$ cat config.mk
export PLATFORM = sky130hd
export DESIGN_NAME = ecualizador_mezcla
export DESIGN_NICKNAME = d
export VERILOG_FILES = /design/src/rtl/ecualizador_mezcla_pkg.sv /design/src/rtl/ecualizador_mezcla_saturador.sv /design/src/rtl/ecualizador_mezcla.sv
export SDC_FILE = /design/constraint.sdc
export NUM_CORES = 1
export LEC_CHECK = 0
export ABC_AREA = 0
export CAP_MARGIN = 0
export CELL_PAD_IN_SITES_DETAIL_PLACEMENT = 0
export CELL_PAD_IN_SITES_GLOBAL_PLACEMENT = 1
export CORE_AREA = 2 2 260 134
export CTS_BUF_LIST = sky130_fd_sc_hd__clkbuf_4 sky130_fd_sc_hd__clkbuf_8
export CTS_CLUSTER_DIAMETER = 120
export DETAILED_ROUTE_END_ITERATION = 12
export DIE_AREA = 0 0 262 136
export HOLD_SLACK_MARGIN = 0.1
export PLACE_DENSITY_LB_ADDON = 0.1
export SLEW_MARGIN = 20
export SYNTH_ARGS = -nofsm -noshare
export SYNTH_HDL_FRONTEND = slang
export SYNTH_SLANG_ARGS = --single-unit
$ cat constraint.sdc
create_clock -name clock -period 9.1 [get_ports clock]
set_input_delay 2.73 -clock clock [delete_from_list [all_inputs] [get_ports clock]]
set_output_delay 2.73 -clock clock [all_outputs]
set_load 0.01 [all_outputs]
$ cat src/rtl/ecualizador_mezcla_pkg.sv
// Shared definitions for the band gain-and-sum stage: FSM encodings,
// gain select codes and the unity-gain helper.
package ecualizador_mezcla_pkg;

  typedef enum logic [2:0] {
    IDLE  = 3'd0,
    MUL_B = 3'd1,
    MUL_M = 3'd2,
    MUL_A = 3'd3,
    SAT   = 3'd4
  } state_t;

  localparam int GFRAC_DEF  = 5;
  localparam int GAIN_UNITY = 1 << GFRAC_DEF;

  localparam logic [1:0] SEL_B = 2'd0;
  localparam logic [1:0] SEL_M = 2'd1;
  localparam logic [1:0] SEL_A = 2'd2;

  function automatic int gain_unity(input int gfrac);
    return 1 << gfrac;
  endfunction

endpackage

$ cat src/rtl/ecualizador_mezcla_saturador.sv
// Combinational signed clamp from a wide accumulator to OUT_W bits.
// Also used by the volume stage.
module saturador #(
  parameter int IN_W  = 34,
  parameter int OUT_W = 23
) (
  input  logic signed [IN_W-1:0]  in_val,
  output logic signed [OUT_W-1:0] out_val
);

  localparam logic signed [IN_W-1:0] MAX_V =
    {{(IN_W-OUT_W+1){1'b0}}, {(OUT_W-1){1'b1}}};
  localparam logic signed [IN_W-1:0] MIN_V =
    {{(IN_W-OUT_W+1){1'b1}}, {(OUT_W-1){1'b0}}};

  always_comb begin
    if (in_val > MAX_V) begin
      out_val = MAX_V[OUT_W-1:0];
    end else if (in_val < MIN_V) begin
      out_val = MIN_V[OUT_W-1:0];
    end else begin
      out_val = in_val[OUT_W-1:0];
    end
  end

endmodule

$ cat src/rtl/ecualizador_mezcla.sv
// Three-band gain-and-sum: one shared multiplier walks low, mid and high
// bands, then the scaled sum is saturated and presented once per strobe.
module ecualizador_mezcla
  import ecualizador_mezcla_pkg::*;
#(
  parameter int N     = 23,
  parameter int G     = 8,
  parameter int GFRAC = GFRAC_DEF
) (
  input  logic         clock,
  input  logic         reset,
  input  logic         gen_enable,
  input  logic [N-1:0] out_b,
  input  logic [N-1:0] out_m,
  input  logic [N-1:0] out_a,
  input  logic         gain_we,
  input  logic [1:0]   gain_sel,
  input  logic [G-1:0] gain_data,
  output logic [N-1:0] dato_salida,
  output logic         salida_valid,
  output logic         busy,
  output logic         overrun
);

  localparam int PW = N + G + 1;
  localparam int AW = N + G + 3;
  localparam logic [G-1:0] UNITY = G'(gain_unity(GFRAC));

  state_t               state_q, state_d;
  logic signed [AW-1:0] acc_q, acc_d;
  logic signed [N-1:0]  samp_q [3];
  logic signed [N-1:0]  samp_d [3];
  logic [G-1:0]         gpend_q [3];
  logic [G-1:0]         gpend_d [3];
  logic [G-1:0]         gact_q [3];
  logic [G-1:0]         gact_d [3];
  logic [N-1:0]         dato_q, dato_d;
  logic                 valid_q, valid_d;
  logic                 overrun_q, overrun_d;

  logic signed [N-1:0]  mul_s;
  logic [G-1:0]         mul_g;
  logic signed [PW-1:0] s_ext, g_ext, prod;
  logic signed [AW-1:0] shifted;
  logic signed [N-1:0]  sat_out;

  // Operand mux for the single shared multiplier, steered by the FSM state.
  always_comb begin
    case (state_q)
      MUL_M: begin
        mul_s = samp_q[1];
        mul_g = gact_q[1];
      end
      MUL_A: begin
        mul_s = samp_q[2];
        mul_g = gact_q[2];
      end
      default: begin
        mul_s = samp_q[0];
        mul_g = gact_q[0];
      end
    endcase
    s_ext   = PW'(mul_s);
    g_ext   = PW'({1'b0, mul_g});
    prod    = s_ext * g_ext;
    shifted = acc_q >>> GFRAC;
  end

  saturador #(
    .IN_W  (AW),
    .OUT_W (N)
  ) u_sat (
    .in_val  (shifted),
    .out_val (sat_out)
  );

  always_comb begin
    state_d   = state_q;
    acc_d     = acc_q;
    samp_d    = samp_q;
    gpend_d   = gpend_q;
    gact_d    = gact_q;
    dato_d    = dato_q;
    valid_d   = 1'b0;
    overrun_d = gen_enable && (state_q != IDLE);

    if (gain_we) begin
      case (gain_sel)
        SEL_B:   gpend_d[0] = gain_data;
        SEL_M:   gpend_d[1] = gain_data;
        SEL_A:   gpend_d[2] = gain_data;
        default: ;
      endcase
    end

    case (state_q)
      IDLE: begin
        if (gen_enable) begin
          samp_d[0] = out_b;
          samp_d[1] = out_m;
          samp_d[2] = out_a;
          // Old pending values: a write landing this cycle waits a sample.
          gact_d    = gpend_q;
          state_d   = MUL_B;
        end
      end
      MUL_B: begin
        acc_d   = AW'(prod);
        state_d = MUL_M;
      end
      MUL_M: begin
        acc_d   = acc_q + AW'(prod);
        state_d = MUL_A;
      end
      MUL_A: begin
        acc_d   = acc_q + AW'(prod);
        state_d = SAT;
      end
      SAT: begin
        dato_d  = sat_out;
        valid_d = 1'b1;
        state_d = IDLE;
      end
      default: state_d = IDLE;
    endcase
  end

  always_ff @(posedge clock or negedge reset) begin
    if (!reset) begin
      state_q   <= IDLE;
      acc_q     <= '0;
      dato_q    <= '0;
      valid_q   <= 1'b0;
      overrun_q <= 1'b0;
      for (int i = 0; i < 3; i++) begin
        samp_q[i]  <= '0;
        gpend_q[i] <= UNITY;
        gact_q[i]  <= UNITY;
      end
    end else begin
      state_q   <= state_d;
      acc_q     <= acc_d;
      dato_q    <= dato_d;
      valid_q   <= valid_d;
      overrun_q <= overrun_d;
      samp_q    <= samp_d;
      gpend_q   <= gpend_d;
      gact_q    <= gact_d;
    end
  end

  assign dato_salida  = dato_q;
  assign salida_valid = valid_q;
  assign overrun      = overrun_q;
  assign busy         = (state_q != IDLE);

endmodule

==> metrics, run 1 <==
worst skew pair latency just over 0.5 ns; Post-Syn Area 0.0157 sq mm; ANT cells 0; clock sinks 179; total CTS buffers 17; result of the run completed; CP arrival about 8.8 ns; footprint of the multi-input gates 0.0102 sq mm; width of the chip 262 um; Top FF cell, synth dfrtp_1; top cell type's share of synthesized area 0.275; fin nets just over 2000; clk buf depth 2; Mean Syn Cell Area 9.47 sq um; starting density of the core 0.468; Ys Warns 0; Clock transition at path regs roughly 0.12 ns; critical path class flip-flop to flip-flop; EDFF count, synth 0; register area about 0.0045 sq mm; via count of the first global-routing pass ~12000; post-CTS setup buffer count 0; Critical-path top delay cell fa_1; CP startpoint kind flip-flop; Max Fanout on Critical Path 32; fin worst setup slack approximately 0.70 ns; HPWL after detailed placement 29.3 mm; syn nets slightly below 2000; setup TNS 0 ns; share of cells above drive strength 1 0.121; Rel. slew slack 0.293; WL/cell between 15 and 20 um; Die Span Y about 140 um; Fillers approximately 3100; first-pass GRT wire length between 60 and 70 mm; total grt overflow 0; maximum clock rate ~120 MHz; clock root buffer clkbuf_8; antenna violations before repair 1; max cap viols 0; placer congestion estimate 0.871; WP data required around 9.5 ns; total number of vias about 12000; Seq/Total Area, Yosys 0.285; r2r startpoint state_q[2]; clock skew 0.0203 ns; final setup fails 0; pin count of the biggest net entering global routing between 100 and 150; Setup crit start state_q[2]; die area approximately 0.036 sq mm; Layout area overhead 12.8%; Synth area leaders dfrtp_1 28%, fa_1 18%, mux2_2 8.4%; Overall Global Routing Usage 0.226; Final ANT Viol Nets 0; number of H-tree levels 4; Port Buf Inserts ~110; Final Hold Vio Count 0; dpl ws slightly above 0.7 ns; vias per inst between 5 and 6; initial DRC count 869; critical path capture point type flip-flop; # IOs between 100 and 150; hold path start acc_q[0]; CTS tree done; DR pass1 iterations 5; min cycle time layout 8.40 ns; Yosys top cell by area dfrtp_1; CP max stage delay 0.52 ns; DR DRC count 0; Most common cell on crit path o21ai_1; most instantiated library cell after synthesis inv_1; ratio of final minimum period to clock period 0.923; Final Slew Violations 0; synthesized instance count 1661; Core Rows 48; Routed WL ~37 mm; Yosys reg bits ~180; RSZ-0062 raised after global routing false; asr flop ratio synth 1.00; Synth top cells by count 206 x inv_1, 185 x nor2_1, 174 x nand2_1; Slew @ Worst Pin about 1.1 ns; min-delay worst type flip-flop to flip-flop; Distinct cells, synth 76; Core Box Area about 0.034 sq mm
==> path summary, 6_finish.rpt <==
| kind | slack [ns] | cells past startpoint | to |
|---|---|---|---|
| setup / recovery | 0.70 | 32 | acc_q[31] |
| setup reg to reg | 0.70 | 32 | acc_q[31] |
| min in group asynchronous | 2.32 | 1 | gpend_q[15] |
| max in group asynchronous | 5.22 | 2 | samp_q[61] |
| hold / removal | 0.50 | 2 | acc_q[0] |
| hold reg to reg | 0.50 | 2 | acc_q[0] |
==> repair_timing <==
action / in CTS / in global routing
hold buffers: 0 / 0
resized for setup: 0 / 4
endpoints found under the setup margin: 0 / 2
==> cells in the final DEF, fill, tap and decap left out, types with 11 or more instances in the layout <==
| master | instances |
|---|---|
| xor2_1 | 23 |
| fa_1 | 145 |
| mux2i_1 | 32 |
| a21o_1 | 33 |
| nand2b_1 | 12 |
| a21oi_1 | 100 |
| ha_1 | 97 |
| xnor2_1 | 32 |
| o21a_1 | 28 |
| dfrtp_1 | 172 |
| o21ai_1 | 13 |
| nor2_1 | 184 |
| o21ai_0 | 57 |
| clkdlybuf4s50_1 | 107 |
| clkbuf_8 | 18 |
| inv_1 | 206 |
| nand2_1 | 174 |
| nand3_1 | 11 |
| mux2_2 | 118 |
| buf_4 | 25 |
==> sequential cells by signal, indices dropped and copies added, names as in the netlist <==
register,cells
samp_q,69
acc_q,34
gact_q,24
gpend_q,24
dato_salida,23
state_q,3
overrun,1
salida_valid,1
==> cells by family (layout without fill, tap and decap cells) <==
family,count (synthesis),in the layout,synth area share
adders and majority gates,242,242,0.262
DFF,179,179,0.285
and+or+nand+nor,446,446,0.121
xor gates and xnor gates,55,55,0.0306
buffers and inverters,277,372,0.0684
AOI/OAI and AO/OA,312,312,0.128
muxes,150,150,0.105
==> critical path: cells and delay by family (launching register included) <==
| kind | cells | cell delay (ns) |
|---|---|---|
| flip-flops | 1 | 0.48 |
| AO/OA/AOI/OAI | 14 | 2.99 |
| AND/OR/NAND/NOR | 5 | 1.24 |
| XOR/XNOR | 2 | 0.26 |
| adder cells (fa/ha/maj) | 6 | 2.60 |
| buffers and inverters | 5 | 0.70 |
==> through the flow <==
step,cell area (sq um),utilization,instances,hold WS (ns)
after floorplan,15700,-,1661,0.456
after global placement,17300,0.514,2174,0.471
after detailed placement,17300,0.514,2174,0.479
after CTS,17700,0.527,2206,0.506
after global routing,17700,0.527,2206,0.525
final,17700,0.527,2206,0.500
==> layout make-up <==
type                            count  share of cell area
Multi-Input combinational cell   1205               0.575
Clock buffer                       17              0.0132
Inverter                          206              0.0436
Tap cell                          450              0.0317
Sequential cell                   179               0.253
Timing Repair Buffer              134              0.0729
Clock inverter                     15              0.0107
==> routing by layer <==
metal / global-route usage / share of wire
met1: 0.357 / 0.54
met2: 0.329 / 0.41
met3: 0.0341 / 0.044
met4: 0.0402 / 0.0080
met5: 0 / 0
Power of run 1 is left out: the tool's default activity adds up to more than one toggle a clock period on the data nets, which glitch-free logic cannot reach.
==> inputs of run 2 (changes only) <==
Settings changed: CELL_PAD_IN_SITES_DETAIL_PLACEMENT 0 to 1, REMOVE_ABC_BUFFERS set to 1.
==> run 2 against run 1 <==
Cell count rose by 0.14%. Flip-flop and latch count did not move. Die area did not move. Via count rose by 2.2%. Critical path type unchanged. Largest cell class unchanged.
==> metrics, run 2 (same netlist as run 1, synthesis figures left out) <==
result of the run completed; Routed WL 40.7 mm (+10%); CP max stage delay 0.65 ns (+0.13 ns); # IOs 109 (unchanged); worst skew pair latency 0.53 ns (+0.02 ns); ANT cells 0 (unchanged); largest registers samp_q: 69 flops, acc_q: 34 flops; Final Hold Vio Count 0 (unchanged); CTS tree done; Largest register FFs 69 (unchanged); Final ANT Viol Nets 0 (unchanged); CTS Hold Bufs 0 (unchanged); commonest non-fill, non-tap cell in the layout inv_1; WL/cell 18.4 um (+10%); clock skew 0.0181 ns (-0.00222 ns); Clock transition at path regs 0.13 ns (about the same); die area 0.0356 sq mm (unchanged); Critical-path top delay cell o21a_1; clk buf depth 2 (unchanged); final setup fails 0 (unchanged); total CTS buffers 17 (unchanged); placer congestion estimate 0.875 (+0.48%); Max Fanout on Critical Path 25 (-22%); commonest cells after routing, fill and taps aside 206 x inv_1, 184 x nor2_1, 174 x nand2_1; share of cells above drive strength 1 0.123 (+0.00207); Die Span Y 136 um (unchanged); clock sinks 179 (unchanged); Final Slew Violations 0 (unchanged); Core Rows 48 (unchanged); DR DRC count 0 (unchanged); WP data required 9.50 ns (about the same); via count of the first global-routing pass 13214 (+11%); placed cell areas 0.0173 sq mm (about the same); Layout area overhead 13.2%; Overall Global Routing Usage 0.244 (+0.0184); design area 0.0178 sq mm (+0.37%); CP startpoint kind flip-flop; Core Box Area 0.0336 sq mm (unchanged); Fillers 3822 (+23%); min cycle time layout 8.51 ns (+0.115 ns); number of H-tree levels 4 (unchanged); initial DRC count 691 (-20%); Most common cell on crit path o21ai_1; total grt overflow 0 (unchanged); RSZ-0062 raised after global routing false; HPWL after detailed placement 31.7 mm (+8.2%); fin worst setup slack 0.588 ns (-0.115 ns); critical path class flip-flop to flip-flop; max cap viols 0 (unchanged); first-pass GRT wire length 68.7 mm (+9.3%); Slew @ Worst Pin 0.966 ns (-0.0922 ns); DR pass1 iterations 5 (unchanged); pin count of the biggest net entering global routing 80 (-22%); vias per inst 5.42 (+2.0%); dpl ws 0.491 ns (-0.230 ns); Rel. slew slack 0.356 (+0.0631); antenna violations before repair 1 (unchanged); min-delay worst type flip-flop to flip-flop; Hold Path Cell Cnt 2 (unchanged); fin nets 2071 (+0.15%); Port Buf Inserts 108 (unchanged); total number of vias 11970 (+2.2%); ratio of final minimum period to clock period 0.935 (+0.0126); worst reg-to-reg path cell count 30 (-6.3%); critical path capture point type flip-flop; width of the chip 262 um (unchanged); starting density of the core 0.468 (unchanged); maximum clock rate 117 MHz (-1.3%); CP arrival 8.91 ns (+0.12 ns); largest reg by FF count samp_q; clock root buffer clkbuf_8
==> run 2: metrics by stage <==
step / setup TNS, ns / cells / hold WS [ns] / util
CTS: 0 / 2207 / 0.517 / 0.528
floorplan: -8.33 / 1590 / 0.456 / -
detailed placement: 0 / 2175 / 0.487 / 0.514
global placement: 0 / 2175 / 0.468 / 0.514
global route: 0 / 2209 / 0.530 / 0.529
finish: 0 / 2209 / 0.513 / 0.529
==> run 2: worst max-delay path: cells and delay by family, from the launching register on <==
kind	cells	cell delay, ns
flip-flops	1	0.64
AO/OA/AOI/OAI	14	3.58
AND/OR/NAND/NOR	6	1.16
XOR/XNOR	2	0.27
adder cells (fa/ha/maj)	6	2.63
buffers and inverters	2	0.09
==> run 2: final timing paths <==
check	slack, ns	startpoint	endpoint
worst min register to register	0.51	acc_q[4]	acc_q[4]
max in group asynchronous	5.55	reset	state_q[0]
worst max-delay path	0.59	state_q[1]	acc_q[31]
worst min-delay path	0.51	acc_q[4]	acc_q[4]
worst max register to register	0.59	state_q[1]	acc_q[31]
min in group asynchronous	2.12	reset	samp_q[67]
==> run 2: area by class of cell <==
class	instances	area [sq um]	share of cell area
clock inverter	15	235	0.0132
sequential	179	4490	0.252
tap	450	563	0.0316
timing repair buffer	136	1300	0.0729
clock buffer	17	234	0.0131
inverter	206	773	0.0434
multi-input combinational	1206	10200	0.573
==> run 2: timing repair <==
action	CTS	global route
setup buffers	0	1
setup endpoints to repair	0	6
gates resized for setup	0	4
==> run 2: per-layer routing <==
layer  vias up  global-route usage  routed length [um]
met5         -                   0                   0
met4         0              0.0392                 340
met3        26              0.0397                1530
met2       161               0.395               18400
met1      6138               0.353               20400
li1       5645                   -                   -
Power of run 2 is left out for the same reason.
